==> src/rtl/clock_pkg.sv <==
// Shared constants and helpers for the HH:MM:SS clock: field selects, field limits,
// 7-segment patterns ({g,f,e,d,c,b,a}, active high) and small arithmetic helpers.
package clock_pkg;

   localparam logic [1:0] SEL_NONE = 2'b00;
   localparam logic [1:0] SEL_SEC  = 2'b01;
   localparam logic [1:0] SEL_MIN  = 2'b10;
   localparam logic [1:0] SEL_HOUR = 2'b11;

   localparam logic [5:0] SEC_MAX  = 6'd59;
   localparam logic [5:0] MIN_MAX  = 6'd59;
   localparam logic [5:0] HOUR_MAX = 6'd23;

   localparam logic [6:0] SEG_0     = 7'h3F;
   localparam logic [6:0] SEG_1     = 7'h06;
   localparam logic [6:0] SEG_2     = 7'h5B;
   localparam logic [6:0] SEG_3     = 7'h4F;
   localparam logic [6:0] SEG_4     = 7'h66;
   localparam logic [6:0] SEG_5     = 7'h6D;
   localparam logic [6:0] SEG_6     = 7'h7D;
   localparam logic [6:0] SEG_7     = 7'h07;
   localparam logic [6:0] SEG_8     = 7'h7F;
   localparam logic [6:0] SEG_9     = 7'h6F;
   localparam logic [6:0] SEG_BLANK = 7'h00;

   function automatic logic [6:0] seg_pattern(input logic [3:0] d);
      case (d)
         4'd0:    return SEG_0;
         4'd1:    return SEG_1;
         4'd2:    return SEG_2;
         4'd3:    return SEG_3;
         4'd4:    return SEG_4;
         4'd5:    return SEG_5;
         4'd6:    return SEG_6;
         4'd7:    return SEG_7;
         4'd8:    return SEG_8;
         4'd9:    return SEG_9;
         default: return SEG_BLANK;
      endcase
   endfunction

   // Step a field by one within 0..max_v, wrapping at both ends.
   function automatic logic [5:0] wrap_step(input logic [5:0] v, input logic [5:0] max_v,
                                            input logic up);
      if (up) return (v == max_v) ? 6'd0 : v + 6'd1;
      return (v == 6'd0) ? max_v : v - 6'd1;
   endfunction

   function automatic logic [7:0] to_bcd(input logic [5:0] v);
      return {4'(v / 6'd10), 4'(v % 6'd10)};
   endfunction

endpackage

==> src/rtl/seg7_decode.sv <==
// One BCD digit to a 7-segment code {g,f,e,d,c,b,a}; non-decimal codes are blank.
module seg7_decode
   import clock_pkg::*;
#(
   parameter int SEG_ACTIVE_LOW = 0
) (
   input  logic [3:0] bcd,
   output logic [6:0] seg
);

   logic [6:0] pattern;

   assign pattern = seg_pattern(bcd);
   assign seg     = (SEG_ACTIVE_LOW != 0) ? ~pattern : pattern;

endmodule

==> src/rtl/rtc_hms_clock.sv <==
// 24-hour HH:MM:SS clock with 1 Hz divider, per-field edit, 12/24-hour display and
// 7-segment outputs. Define ALARM_EN to build the armed alarm with sticky ring.
module rtc_hms_clock
   import clock_pkg::*;
#(
   parameter int CLK_HZ         = 1000,
   parameter int DIV_W          = 10,
   parameter int SEG_ACTIVE_LOW = 0
) (
   input  logic        clk,
   input  logic        rst,
   input  logic        set_en,
   input  logic [1:0]  set_sel,
   input  logic        inc,
   input  logic        dec,
   input  logic        h12_mode,
   input  logic        alarm_edit,
   input  logic        alarm_arm,
   input  logic        alarm_ack,
   output logic [23:0] time_bcd,
   output logic        pm,
   output logic [41:0] seg,
   output logic        tick_1hz,
   output logic        alarm_ring
);

   localparam logic [DIV_W-1:0] DIV_TC = DIV_W'(CLK_HZ - 1);

   logic [DIV_W-1:0] div_q, div_d;
   logic [5:0]       sec_q, sec_d, min_q, min_d;
   logic [4:0]       hour_q, hour_d;
   logic             tick_q, tick_d;
   logic             inc_prev_q, dec_prev_q;
   logic             inc_rise, dec_rise, step_any, advance, edit_alarm;
   logic [5:0]       disp_hour;

   always_comb begin
      inc_rise = inc & ~inc_prev_q;
      dec_rise = dec & ~dec_prev_q;
      step_any = inc_rise ^ dec_rise;
      div_d    = div_q;
      sec_d    = sec_q;
      min_d    = min_q;
      hour_d   = hour_q;
      tick_d   = 1'b0;
      advance  = 1'b0;
      if (!set_en) begin
         if (div_q == DIV_TC) begin
            div_d   = '0;
            tick_d  = 1'b1;
            advance = 1'b1;
            sec_d   = wrap_step(sec_q, SEC_MAX, 1'b1);
            if (sec_q == SEC_MAX) begin
               min_d = wrap_step(min_q, MIN_MAX, 1'b1);
               if (min_q == MIN_MAX) hour_d = 5'(wrap_step({1'b0, hour_q}, HOUR_MAX, 1'b1));
            end
         end else begin
            div_d = div_q + DIV_W'(1);
         end
      end else begin
         // Edits wrap inside the selected field only; no carry into neighbours.
         div_d = '0;
         if (step_any && !edit_alarm) begin
            case (set_sel)
               SEL_SEC:  sec_d  = wrap_step(sec_q, SEC_MAX, inc_rise);
               SEL_MIN:  min_d  = wrap_step(min_q, MIN_MAX, inc_rise);
               SEL_HOUR: hour_d = 5'(wrap_step({1'b0, hour_q}, HOUR_MAX, inc_rise));
               default:  ;
            endcase
         end
      end
   end

   always_ff @(posedge clk) begin
      if (rst) begin
         div_q      <= '0;
         sec_q      <= '0;
         min_q      <= '0;
         hour_q     <= '0;
         tick_q     <= 1'b0;
         inc_prev_q <= 1'b0;
         dec_prev_q <= 1'b0;
      end else begin
         div_q      <= div_d;
         sec_q      <= sec_d;
         min_q      <= min_d;
         hour_q     <= hour_d;
         tick_q     <= tick_d;
         inc_prev_q <= inc;
         dec_prev_q <= dec;
      end
   end

`ifdef ALARM_EN
   logic [5:0] alarm_min_q, alarm_min_d;
   logic [4:0] alarm_hour_q, alarm_hour_d;
   logic       ring_q, ring_d;

   assign edit_alarm = alarm_edit;

   // A match on a time advance beats a same-cycle acknowledge.
   always_comb begin
      alarm_min_d  = alarm_min_q;
      alarm_hour_d = alarm_hour_q;
      ring_d       = ring_q;
      if (set_en && alarm_edit && step_any) begin
         if (set_sel == SEL_MIN)
            alarm_min_d = wrap_step(alarm_min_q, MIN_MAX, inc_rise);
         else if (set_sel == SEL_HOUR)
            alarm_hour_d = 5'(wrap_step({1'b0, alarm_hour_q}, HOUR_MAX, inc_rise));
      end
      if (alarm_ack) ring_d = 1'b0;
      if (advance && alarm_arm && sec_d == 6'd0 && min_d == alarm_min_q && hour_d == alarm_hour_q)
         ring_d = 1'b1;
   end

   always_ff @(posedge clk) begin
      if (rst) begin
         alarm_min_q  <= '0;
         alarm_hour_q <= '0;
         ring_q       <= 1'b0;
      end else begin
         alarm_min_q  <= alarm_min_d;
         alarm_hour_q <= alarm_hour_d;
         ring_q       <= ring_d;
      end
   end

   assign alarm_ring = ring_q;
`else
   logic unused_alarm;

   assign edit_alarm   = 1'b0;
   assign unused_alarm = ^{alarm_edit, alarm_arm, alarm_ack};
   assign alarm_ring   = 1'b0;
`endif

   always_comb begin
      disp_hour = {1'b0, hour_q};
      if (h12_mode) begin
         if (hour_q == 5'd0 || hour_q == 5'd12) disp_hour = 6'd12;
         else if (hour_q > 5'd12)               disp_hour = {1'b0, hour_q - 5'd12};
      end
   end

   assign time_bcd = {to_bcd(disp_hour), to_bcd(min_q), to_bcd(sec_q)};
   assign pm       = (hour_q >= 5'd12);
   assign tick_1hz = tick_q;

   for (genvar gi = 0; gi < 6; gi++) begin : g_digit
      seg7_decode #(.SEG_ACTIVE_LOW(SEG_ACTIVE_LOW)) u_seg (
         .bcd (time_bcd[4*gi +: 4]),
         .seg (seg[7*gi +: 7])
      );
   end

endmodule

==> config.mk <==
export PLATFORM = sky130hd
export DESIGN_NAME = rtc_hms_clock
export DESIGN_NICKNAME = d
export VERILOG_FILES = /design/src/rtl/clock_pkg.sv /design/src/rtl/seg7_decode.sv /design/src/rtl/rtc_hms_clock.sv
export SDC_FILE = /design/constraint.sdc
export NUM_CORES = 1
export LEC_CHECK = 0
export ABC_AREA = 1
export BUFFER_PORTS_ARGS = -buffer_cell sky130_fd_sc_hd__buf_2
export CAP_MARGIN = 15
export CELL_PAD_IN_SITES_DETAIL_PLACEMENT = 1
export CELL_PAD_IN_SITES_GLOBAL_PLACEMENT = 1
export CORE_ASPECT_RATIO = 0.9
export CORE_UTILIZATION = 42
export CTS_CLUSTER_SIZE = 28
export DETAILED_ROUTE_END_ITERATION = 8
export PLACE_DENSITY_LB_ADDON = 0.1
export SYNTH_ARGS = -nofsm -noshare
export SYNTH_HDL_FRONTEND = slang
export SYNTH_HIERARCHICAL = 1
export SYNTH_SLANG_ARGS = --single-unit
==> constraint.sdc <==
create_clock -name clk -period 5.1 [get_ports clk]
set_input_delay 1.02 -clock clk [delete_from_list [all_inputs] [get_ports clk]]
set_output_delay 1.02 -clock clk [all_outputs]
set_load 0.03 [all_outputs]
Word level (Yosys, flattened, before mapping):

Memories as Yosys holds them, arrays and structs flattened.
Cells that the tools add are included.

* register bits: 30
* ROM bits: 672
* input port bits: 11
* output and inout port bits: 69
* logic and storage cells: 111
* memories: 6

* add/sub/neg operators: 8
* divide/modulo/power cells: 6
* $lt $le $gt $ge: 2
* equality and inequality tests: 12
* multiplexer cells: 53
* bitwise gates (word level): 5
* reduce and logical (&&, ||, !) cells: 12

Memories
* (no name shown): words 16, bits a word 7, rd ports 1, clocked after Yosys merged registers in 0, write ports 0, line clock_pkg.sv:27 `case (d)`
* (no name shown): words 16, bits a word 7, rd ports 1, clocked after Yosys merged registers in 0, write ports 0, line clock_pkg.sv:27
* (no name shown): words 16, bits a word 7, rd ports 1, clocked after Yosys merged registers in 0, write ports 0, line clock_pkg.sv:27
* (no name shown): words 16, bits a word 7, rd ports 1, clocked after Yosys merged registers in 0, write ports 0, line clock_pkg.sv:27
* (no name shown): words 16, bits a word 7, rd ports 1, clocked after Yosys merged registers in 0, write ports 0, line clock_pkg.sv:27
* (no name shown): words 16, bits a word 7, rd ports 1, clocked after Yosys merged registers in 0, write ports 0, line clock_pkg.sv:27

Operators by type and width (number)
* 2-to-1 mux 6 bit: 19
* 2-to-1 mux 5 bit: 14
* 2-to-1 mux 1 bit: 20
* divider 6 x 4 -> 6 bit, second input constant: 3
* remainder unit 6 x 4 -> 6 bit, second input constant: 3
* adder 6 x 1 -> 6 bit, second input constant: 2
* == test 6 bit, second input constant: 2
* zero test 6 bit: 2
* subtractor 6 x 1 -> 6 bit, second input constant: 2
* adder 10 x 1 -> 10 bit, second input constant: 1
* == test 10 bit, second input constant: 1
* inequality test 2 x 1 -> 1 bit, second input constant: 4
* nonzero test 2 bit: 3
* adder 5 x 1 -> 5 bit, second input constant: 1
* == test 5 x 4 -> 1 bit, second input constant: 1
* == test 5 bit, second input constant: 1
* >= comparator 5 x 4 -> 1 bit, second input constant: 1
* greater-than comparator 5 x 4 -> 1 bit, second input constant: 1
* zero test 5 bit: 1
* AND reduction 5 bit: 1
* subtractor 5 x 1 -> 5 bit, second input constant: 1
* subtractor 5 x 4 -> 5 bit, second input constant: 1
* == test 2 bit, second input constant: 2
* AND reduction 4 bit: 1
* other kinds (8): 10

Longest topological paths before layout:

Gate-level depths: netlist of the first run.

* word-level depth: 10
* depth in mapped cells: 21
* gate-level depth less buffers: 20

Hierarchy:

Netlist of the first run, hierarchy kept.

Modules (own cells, without submodules)
* rtc_hms_clock: instances 1, cells an instance 433, area an instance 2884.0 sq um, seq. area each 600.6 sq um
* seg7_decode: instances 6, cells an instance 39, area an instance 210.2 sq um, seq. area each 0.0 sq um

Worst setup path before layout of the first run:

No wires, ideal clock.

* kind: register to output
* start: register sec_q[0]
* end: output port seg[3]
* arrival time: 3.063 ns
* required time: 4.080 ns
* slack: 1.017 ns
* stages on the path, launching flop included: 13
* buffers on the path: 0
* path through: dfxtp_1 inv_1 ha_1 or2_2 o21ai_2 nand2_2 xor2_1 inv_1 ha_1 nand2_1 nand2_1 nand2_1 nand2_1

* longest elaborated chain between the ends: 2

RTL lines
* start: declaration: line rtc_hms_clock.sv:30 `logic [5:0] sec_q, sec_d, min_q, min_d;`
* start signal: assignment: line rtc_hms_clock.sv:77 `sec_q <= '0;`
* start signal: assignment: line rtc_hms_clock.sv:85 `sec_q <= sec_d;`
* remainder unit 6 x 4 -> 6 bit: line clock_pkg.sv:50 `return {4'(v / 6'd10), 4'(v % 6'd10)};`
* net time_bcd[1]: line rtc_hms_clock.sv:20 `output logic [23:0] time_bcd,`
* memory read (16 x 7 bit)
* end: declaration: line rtc_hms_clock.sv:22 `output logic [41:0] seg,`

The timed path passes the listed nets, and every way through them passes these cells.

Final worst setup path of the first run:

* start: register hour_q[2]
* end: output port seg[31]

* longest elaborated chain between the ends: 6
* elaborated cells between the ends (all ways): 10
* those cells by class: add/sub (1); div (1); order compare (1); eq/ne (1); mux (3); reduce/logical (2); memory (1)

RTL lines
* start: declaration: line rtc_hms_clock.sv:31 `logic [4:0] hour_q, hour_d;`
* start signal: assignment: line rtc_hms_clock.sv:87 `hour_q <= hour_d;`
* subtractor 5 x 4 -> 5 bit, or another cell as far along: line rtc_hms_clock.sv:142 `else if (hour_q > 5'd12) disp_hour = {1'b0, hour_q - 5'd12};`
* 2-to-1 mux 5 bit / logical OR 1 bit (equally long branches): line rtc_hms_clock.sv:142, rtc_hms_clock.sv:141
* 2-to-1 mux 5 bit: line rtc_hms_clock.sv:141 `if (hour_q == 5'd0 || hour_q == 5'd12) disp_hour = 6'd12;`
* 2-to-1 mux 5 bit (*): line rtc_hms_clock.sv:140 `if (h12_mode) begin`
* remainder unit 6 x 4 -> 6 bit (*): line clock_pkg.sv:50
* memory read (16 x 7 bit) (*)

Mark *: on every way between the ends. The rest lies on a longest branch, timed or not.

==> impl_metrics.py, run 1 <==
metrics = {
    "setup_path": {
        "critical_path.max_fanout": 10,
        "worstReg2RegStart": "inc_prev_q",
        "worstRegToRegCells": 9,
        "worstReg2RegEnd": "sec_q[4]",
        "cp_data_arrival_time_ns": 3.26,
        "critical_path.endpoint_type": "output pin",
        "critical_path.startpoint_type": "register",
        "worstSetupStartpoint": "hour_q[2]",
        "regToRegSetupSlack_ns": 3.33,
        "crit_type": "register to output pin",
        "worst-endpoint-required_ns": 4.08,
        "timing.critical_path.to": "seg[31]",
    },
    "clock_network": {
        "post_cts_resize_count": 0,
        "cts_setup_buffers": 0,
        "path_clk_slew_ns": 0.07,
        "clock_path_buffers": 2,
        "number_of_buffers_inserted_during_clock_tree_synthesis": 5,
        "cts-htree-levels": 2,
        "tritoncts_clock_tree": "yes",
        "tritoncts_num_sinks": 30,
        "cts_hold_buf": 0,
        "cts-root-buf": "sky130_fd_sc_hd__clkbuf_8",
        "clk_latency_ns": 0.29,
    },
    "floorplan": {
        "width_of_the_die_um": 107,
        "initial_core_util_pct": 43.1,
        "core_area_um2": 9610,
        "design.die.area_um2": 10300,
        "fp.dieH_um": 96.2,
        "row_count": 34,
        "design.portCount": 80,
    },
    "synthesis": {
        "synth-xor-area-share_pct": 4.44,
        "muxShareOfSynthArea_pct": 0,
        "synthDistinctLibCells": 46,
        "syn_avg_cell_area_um2": 6.21,
        "synth_adder_area_share_pct": 16.6,
        "simple_gate_fraction_of_synth_area_pct": 41.7,
        "ff_latch_count_synth": 30,
        "largest_family_of_logic_cells_by_synthesized_area": "simple AND/OR/NAND/NOR gates",
        "synth-warning-count": 6,
        "synth_seq_area_share_pct": 14.5,
        "syn_area_um2": 4150,
        "synth-compound-area-share_pct": 10.3,
        "netlist_instances": 667,
    },
    "global_routing": {
        "grt_max_degree": 16,
        "grt_pass1_wl_um": 18000,
        "global_route.overflow_total": 0,
        "antenna_found_initial": 0,
        "grt_pass1_vias": 4075,
        "globalRouteTotalUtil_pct": 20.9,
    },
    "sta": {
        "max_slew.worst_pin.slew_ns": 0.595,
        "final_period_minus_worst_setup_slack_ns": 4.28,
        "final.setup_skew_ns": 0.00880,
        "final_setup_violation_count": 0,
        "timing.max_slew.rel_slack_pct": 59.9,
        "final_min_period_over_clock_period_pct": 84.0,
        "fin_worst_hold_slack_ns": 0.463,
        "hold_violation_count_in_the_final_report": 0,
        "fmax_mhz": 233,
        "slew_violations": 0,
        "setup_repair_after_global_routing_missed_its_margin": "no",
        "fin_setup_tns_ns": 0,
    },
    "power": {
        "p_leak_nw": 2.51,
        "peakVddDrop_mv": 0.207,
        "power.density_nw_per_um2": 250,
        "power_mw": 1.17,
    },
    "route": {
        "postRouteAntennaNets": 0,
        "first_pass_iters": 4,
        "top_signal_layer_used": "met4",
        "vias": 4243,
        "drt_iter0_drc": 78,
        "post_detailed_route_via_to_cell_ratio": 4.91,
        "route.met3.wl_um": 233,
        "post_drt_wl_per_cell_um": 11.8,
        "m1WireLength_um": 4860,
        "totalWireLength_um": 10200,
        "met2RoutedLength_um": 5040,
        "drc": 0,
    },
    "place": {
        "dpl_cell_area_um2": 4560,
        "port_buffers": 70,
        "place.gp.congestion": 0.829,
        "hpwlAfterDp_um": 8240,
    },
    "min_path": {
        "hold_path_class": "register to register",
    },
    "final_layout": {
        "syn2layout_area_growth_pct": 12.4,
        "design.final.nets": 804,
        "antenna_cells": 0,
        "layout-drive-gt1-share_pct": 22.6,
        "final_core_density_pct": 48.5,
        "post-route-cell-area_um2": 4660,
    },
    "run_status": {
        "outcome": "complete, no violations",
    },
    "flow_run": {
        "cap_viol_max_count": 0,
    },
}
-- where the power goes --
part	leakage (nW)	switching, mW	internal, mW
clock network	0.0472	0.0979	0.108
registers	0.244	0.0162	0.243
logic	2.22	0.501	0.200
total	2.51	0.615	0.551
-- cell usage after synthesis, drive strengths merged --
| library cell | instances | area (um^2) |
|---|---|---|
| clkinv | 1 | 5.00 |
| nor3b | 2 | 20.0 |
| buf | 18 | 135 |
| xor2 | 14 | 123 |
| ha | 55 | 688 |
| nor4 | 1 | 6.26 |
| a41oi | 1 | 8.76 |
| o211ai | 2 | 15.0 |
| nand3b | 1 | 7.51 |
| o31ai | 2 | 28.8 |
| clkbuf | 2 | 7.51 |
| dfxtp | 30 | 601 |
| o21ai | 35 | 186 |
| o22ai | 7 | 43.8 |
| a21oi | 21 | 113 |
| nor3 | 7 | 40.0 |
| conb | 1 | 3.75 |
| inv | 96 | 368 |
| nand4 | 4 | 31.3 |
| a31oi | 1 | 6.26 |
| nand3 | 51 | 300 |
| and3 | 1 | 6.26 |
| nand2 | 254 | 1060 |
| or2 | 4 | 25.0 |
| nor2 | 46 | 229 |
| a21boi | 1 | 7.51 |
| xnor2 | 7 | 61.3 |
| o32ai | 2 | 17.5 |
-- worst min-delay path by stage --
stage          slack, ns  endpoint  cells past startpoint     start
3_3_place_gp        0.43  div_q[0]                      1  div_q[0]
6_report            0.46  div_q[0]                      1  div_q[0]
4_1_cts             0.47  div_q[0]                      1  div_q[0]
2_1_floorplan       0.42  div_q[0]                      1  div_q[0]
3_5_place_dp        0.45  div_q[0]                      1  div_q[0]
5_1_grt             0.48  div_q[0]                      1  div_q[0]
-- cell families after synthesis --
logic type | Yosys count
simple gates | 371
buf+inv | 117
compound gates | 72
fa+ha+maj | 55
flops | 30
xor+xnor | 21
other cells | 1
-- area by class of cell --
type / count / area [um^2]
Timing Repair Buffer: 70 / 350
Clock buffer: 6 / 82.6
Fill cell: 1386 / 4960
Multi-Input combinational cell: 534 / 3080
Sequential cell: 30 / 601
Clock inverter: 2 / 12.5
Tap cell: 126 / 158
Inverter: 97 / 373
-- worst max-delay path, cell delays in order (launching register included) --
cell and delay, ns:
sky130_fd_sc_hd__dfxtp_1 0.58, sky130_fd_sc_hd__inv_1 0.19, sky130_fd_sc_hd__ha_1 0.26, sky130_fd_sc_hd__nand3_2 0.11, sky130_fd_sc_hd__nand2_2 0.08, sky130_fd_sc_hd__nand2_4 0.10
sky130_fd_sc_hd__nand3_2 0.12, sky130_fd_sc_hd__inv_2 0.08, sky130_fd_sc_hd__nand2_1 0.06, sky130_fd_sc_hd__nand2_2 0.07, sky130_fd_sc_hd__nand2_2 0.09, sky130_fd_sc_hd__nand2_4 0.12
sky130_fd_sc_hd__nand2_1 0.06, sky130_fd_sc_hd__nand2_1 0.17, sky130_fd_sc_hd__inv_1 0.13, sky130_fd_sc_hd__ha_1 0.30, sky130_fd_sc_hd__nand2_1 0.07, sky130_fd_sc_hd__nand2_1 0.08
sky130_fd_sc_hd__nand2_1 0.06, sky130_fd_sc_hd__nand2_1 0.05, sky130_fd_sc_hd__buf_2 0.19
-- routing by layer --
| metal | global-route usage (%) | up-vias |
|---|---|---|
| met5 | 0 | - |
| met4 | 3.54 | 0 |
| met3 | 2.64 | 5 |
| met2 | 40.4 | 59 |
| met1 | 25.1 | 1980 |
| li1 | - | 2199 |
-- through the flow --
stage               cells  setup WS, ns
finish                865         0.817
global route          865         0.482
CTS                   865         0.774
detailed placement    857          1.01
global placement      857          1.11
floorplan             681          1.02
-- flip-flops by register name (all words and copies together) (netlist names) --
register    count
min_q           6
sec_q           6
div_q          10
dec_prev_q      1
hour_q          5
tick_1hz        1
inc_prev_q      1
-- placed cells by master, fill, tap and decap left out, types with 2 or more instances in the layout --
cell	Yosys	layout
sky130_fd_sc_hd__a21oi_1	19	19
sky130_fd_sc_hd__a21oi_2	2	2
sky130_fd_sc_hd__buf_2	3	70
sky130_fd_sc_hd__clkbuf_8	0	6
sky130_fd_sc_hd__clkinv_2	1	2
sky130_fd_sc_hd__conb_1	1	15
sky130_fd_sc_hd__dfxtp_1	30	30
sky130_fd_sc_hd__ha_1	55	55
sky130_fd_sc_hd__inv_1	70	70
sky130_fd_sc_hd__inv_2	24	24
sky130_fd_sc_hd__nand2_1	223	223
sky130_fd_sc_hd__nand2_2	25	25
sky130_fd_sc_hd__nand2_4	6	6
sky130_fd_sc_hd__nand3_1	42	42
sky130_fd_sc_hd__nand3_2	9	9
sky130_fd_sc_hd__nand4_1	3	3
sky130_fd_sc_hd__nor2_1	37	37
sky130_fd_sc_hd__nor2_2	4	4
sky130_fd_sc_hd__nor2_4	4	4
sky130_fd_sc_hd__nor3_1	6	6
sky130_fd_sc_hd__o211ai_1	2	2
sky130_fd_sc_hd__o21ai_0	24	24
sky130_fd_sc_hd__o21ai_1	8	8
sky130_fd_sc_hd__o21ai_2	3	3
sky130_fd_sc_hd__o22ai_1	7	7
sky130_fd_sc_hd__o32ai_1	2	2
sky130_fd_sc_hd__or2_2	4	4
sky130_fd_sc_hd__xnor2_1	7	7
sky130_fd_sc_hd__xor2_1	14	14
Note: power is estimated with default switching activity, not from simulation.
==> run 2, diff against run 1 <==
- CORE_UTILIZATION: 42 -> 36
- clock period: 5.1 -> 3.9 ns (I/O delays scaled with it)
==> run 2 against run 1 <==
Power increased by 47%. Register-to-register slack worse by 1.2 ns. Cell area increased by 3.6%. Clock power rose by 120%. Critical path depth is 7 lower. Worst setup slack got worse by 0.54 ns. Die area rose by 16%. Largest cell class unchanged. First-iteration DRC count rose by 100%. Routed wire length increased by 1.1%. Flip-flop and latch count did not move. Non-clock buffer count rose by 6. Sequential share of layout area fell by 0.29 points. Highest routed layer unchanged.
==> impl_metrics.py, run 2 (synthesized netlist as in run 1, its figures left out) <==
metrics = {
    "setup_path": {
        "crit_type": "register to output pin",
        "critical_path.max_fanout": 8,
        "worstRegToRegCells": 7,
        "critical_path.startpoint_type": "register",
        "cp_data_arrival_time_ns": 2.84,
        "worstReg2RegEnd": "min_q[3]",
        "worstReg2RegStart": "min_q[4]",
        "critical_path.endpoint_type": "output pin",
        "worst-endpoint-required_ns": 3.12,
        "worstSetupStartpoint": "min_q[0]",
        "regToRegSetupSlack_ns": 2.11,
    },
    "route": {
        "first_pass_iters": 4,
        "totalWireLength_um": 10300,
        "postRouteAntennaNets": 0,
        "drc": 0,
        "post_drt_wl_per_cell_um": 11.5,
        "post_detailed_route_via_to_cell_ratio": 4.70,
        "drt_iter0_drc": 156,
        "vias": 4218,
    },
    "power": {
        "reg_power_share_pct": 19.6,
        "p_int_mw": 0.887,
        "power.density_nw_per_um2": 355,
        "comb_power_share_pct": 54.1,
        "power.share.switching_pct": 48.2,
        "p_leak_nw": 2.57,
        "power_share_of_the_clock_group_pct": 26.3,
        "power.net_switching_mw": 0.826,
        "peakVddDrop_mv": 0.279,
    },
    "global_routing": {
        "grt_pass1_vias": 4151,
        "grt.busiest_layer": "met2",
        "antenna_found_initial": 0,
        "grt_max_degree": 16,
        "global_route.overflow_total": 0,
        "grtUsageMet1_pct": 23.2,
        "globalRouteTotalUtil_pct": 18.2,
        "globalRouteMet2Util_pct": 32.3,
        "grtUsageMet3_pct": 2.87,
        "grt_pass1_wl_um": 18200,
    },
    "floorplan": {
        "core_area_um2": 11000,
        "design.die.area_um2": 11900,
        "fp.dieH_um": 104,
        "width_of_the_die_um": 115,
        "initial_core_util_pct": 37.6,
        "row_count": 36,
        "design.portCount": 80,
    },
    "sta": {
        "slew_violations": 0,
        "fin_setup_tns_ns": 0,
        "final_period_minus_worst_setup_slack_ns": 3.62,
        "setup_repair_after_global_routing_missed_its_margin": "no",
        "max_slew.worst_pin.slew_ns": 0.568,
        "hold_violation_count_in_the_final_report": 0,
        "final_min_period_over_clock_period_pct": 92.8,
        "timing.max_slew.rel_slack_pct": 62.0,
        "final_setup_violation_count": 0,
        "final.setup_skew_ns": 0.00344,
        "fmax_mhz": 276,
    },
    "flow_run": {
        "cap_viol_max_count": 0,
    },
    "final_layout": {
        "multi_input_comb_area_um2": 3090,
        "most_flop_heavy_register": "div_q",
        "largest_registers": "div_q x10, min_q x6, sec_q x6",
        "design.final.nets": 810,
        "final_core_density_pct": 43.7,
        "syn2layout_area_growth_pct": 16.4,
        "layout-drive-gt1-share_pct": 24.3,
        "post-route-cell-area_um2": 4830,
        "most-common-layout-cells": "sky130_fd_sc_hd__nand2_1, sky130_fd_sc_hd__buf_2, sky130_fd_sc_hd__inv_1, sky130_fd_sc_hd__ha_1, sky130_fd_sc_hd__nand3_1",
        "mostFrequentLayoutCell": "sky130_fd_sc_hd__nand2_1",
        "antenna_cells": 0,
        "regArea_um2": 608,
        "layout.filler_cells": 1516,
        "largest_register_ff_count": 10,
    },
    "clock_network": {
        "cts-root-buf": "sky130_fd_sc_hd__clkbuf_16",
        "clk_latency_ns": 0.28,
        "cts_hold_buf": 0,
        "clock_path_buffers": 2,
        "path_clk_slew_ns": 0.06,
        "number_of_buffers_inserted_during_clock_tree_synthesis": 5,
        "cts-htree-levels": 2,
        "tritoncts_clock_tree": "yes",
        "tritoncts_num_sinks": 30,
    },
    "place": {
        "place.gp.congestion": 0.791,
        "hpwlAfterDp_um": 8450,
        "dpl_cell_area_um2": 4640,
        "port_buffers": 70,
    },
    "min_path": {
        "worstHoldPathCells": 1,
        "min_delay_worst_endpoint": "div_q[0]",
        "holdCritStartpoint": "div_q[0]",
        "hold_path_class": "register to register",
    },
    "run_status": {
        "outcome": "complete, no violations",
    },
}
==> run 2: changes by cell type in the layout (fill, tap and decap cells not counted), sizes merged <==
cell | before | now
buf | 70 | 75
bufinv | 0 | 1
clkinv | 2 | 1
clkinvlp | 1 | 2
==> run 2: how the worst max path moves through the flow <==
| stage | to | slack, ns | cells after the start |
|---|---|---|---|
| floorplan | seg[3] | 0.06 | 12 |
| global placement | seg[31] | 0.41 | 20 |
| detailed placement | seg[31] | 0.32 | 20 |
| CTS | seg[31] | 0.007 | 20 |
| global route | seg[17] | 0.004 | 15 |
| finish | seg[17] | 0.28 | 13 |
==> run 2: what timing repair did <==
action / in CTS / in global routing
endpoints found under the setup margin: 0 / 8
resized for setup: 0 / 10
endpoints found under the hold margin: 0 / 0
buffers inserted: 0 / 0
==> run 2: worst max-delay path, stage by stage, from the launching register on <==
cell and delay, ns:
sky130_fd_sc_hd__dfxtp_1 0.45, sky130_fd_sc_hd__inv_1 0.20, sky130_fd_sc_hd__ha_1 0.23, sky130_fd_sc_hd__or2_2 0.29, sky130_fd_sc_hd__o21ai_2 0.17, sky130_fd_sc_hd__nand2_2 0.15, sky130_fd_sc_hd__xor2_1 0.20, sky130_fd_sc_hd__inv_1 0.12
sky130_fd_sc_hd__ha_1 0.30, sky130_fd_sc_hd__nand2_1 0.07, sky130_fd_sc_hd__nand2_1 0.09, sky130_fd_sc_hd__nand2_1 0.05, sky130_fd_sc_hd__nand2_1 0.05, sky130_fd_sc_hd__buf_2 0.19
==> run 2: metrics by stage <==
stage / setup slack (ns) / std cells / hold slack (ns) / power [mW]
floorplan: 0.0571 / 681 / 0.418 / 1.06
global placement: 0.407 / 889 / 0.430 / 1.25
detailed placement: 0.320 / 889 / 0.451 / 1.27
CTS: 0.00663 / 897 / 0.475 / 1.73
global route: 0.00393 / 897 / 0.498 / 1.84
finish: 0.279 / 897 / 0.468 / 1.71
==> run 2: layout make-up <==
class / instances / area share [%]
multi-input cells: 534 / 64.0
flip-flops and latches: 30 / 12.6
repair buffers: 76 / 8.24
inverters: 97 / 7.73
well taps: 152 / 3.94
clock buffers: 5 / 2.59
clock inverters: 3 / 0.933
==> run 2: power by group through the flow <==
stage	Combinational, mW	Clock, mW	Sequential (mW)
finish	0.928	0.450	0.336
global route	1.03	0.475	0.338
CTS	0.935	0.462	0.336
detailed placement	0.930	0	0.343
global placement	0.909	0	0.342
floorplan	0.724	0	0.332
==> run 2: per-layer routing <==
metal / up-vias / wire length (um)
met2: 54 / 5010
met4: 0 / 50
met3: 8 / 270
met5: - / 0
met1: 1939 / 4970
li1: 2217 / -
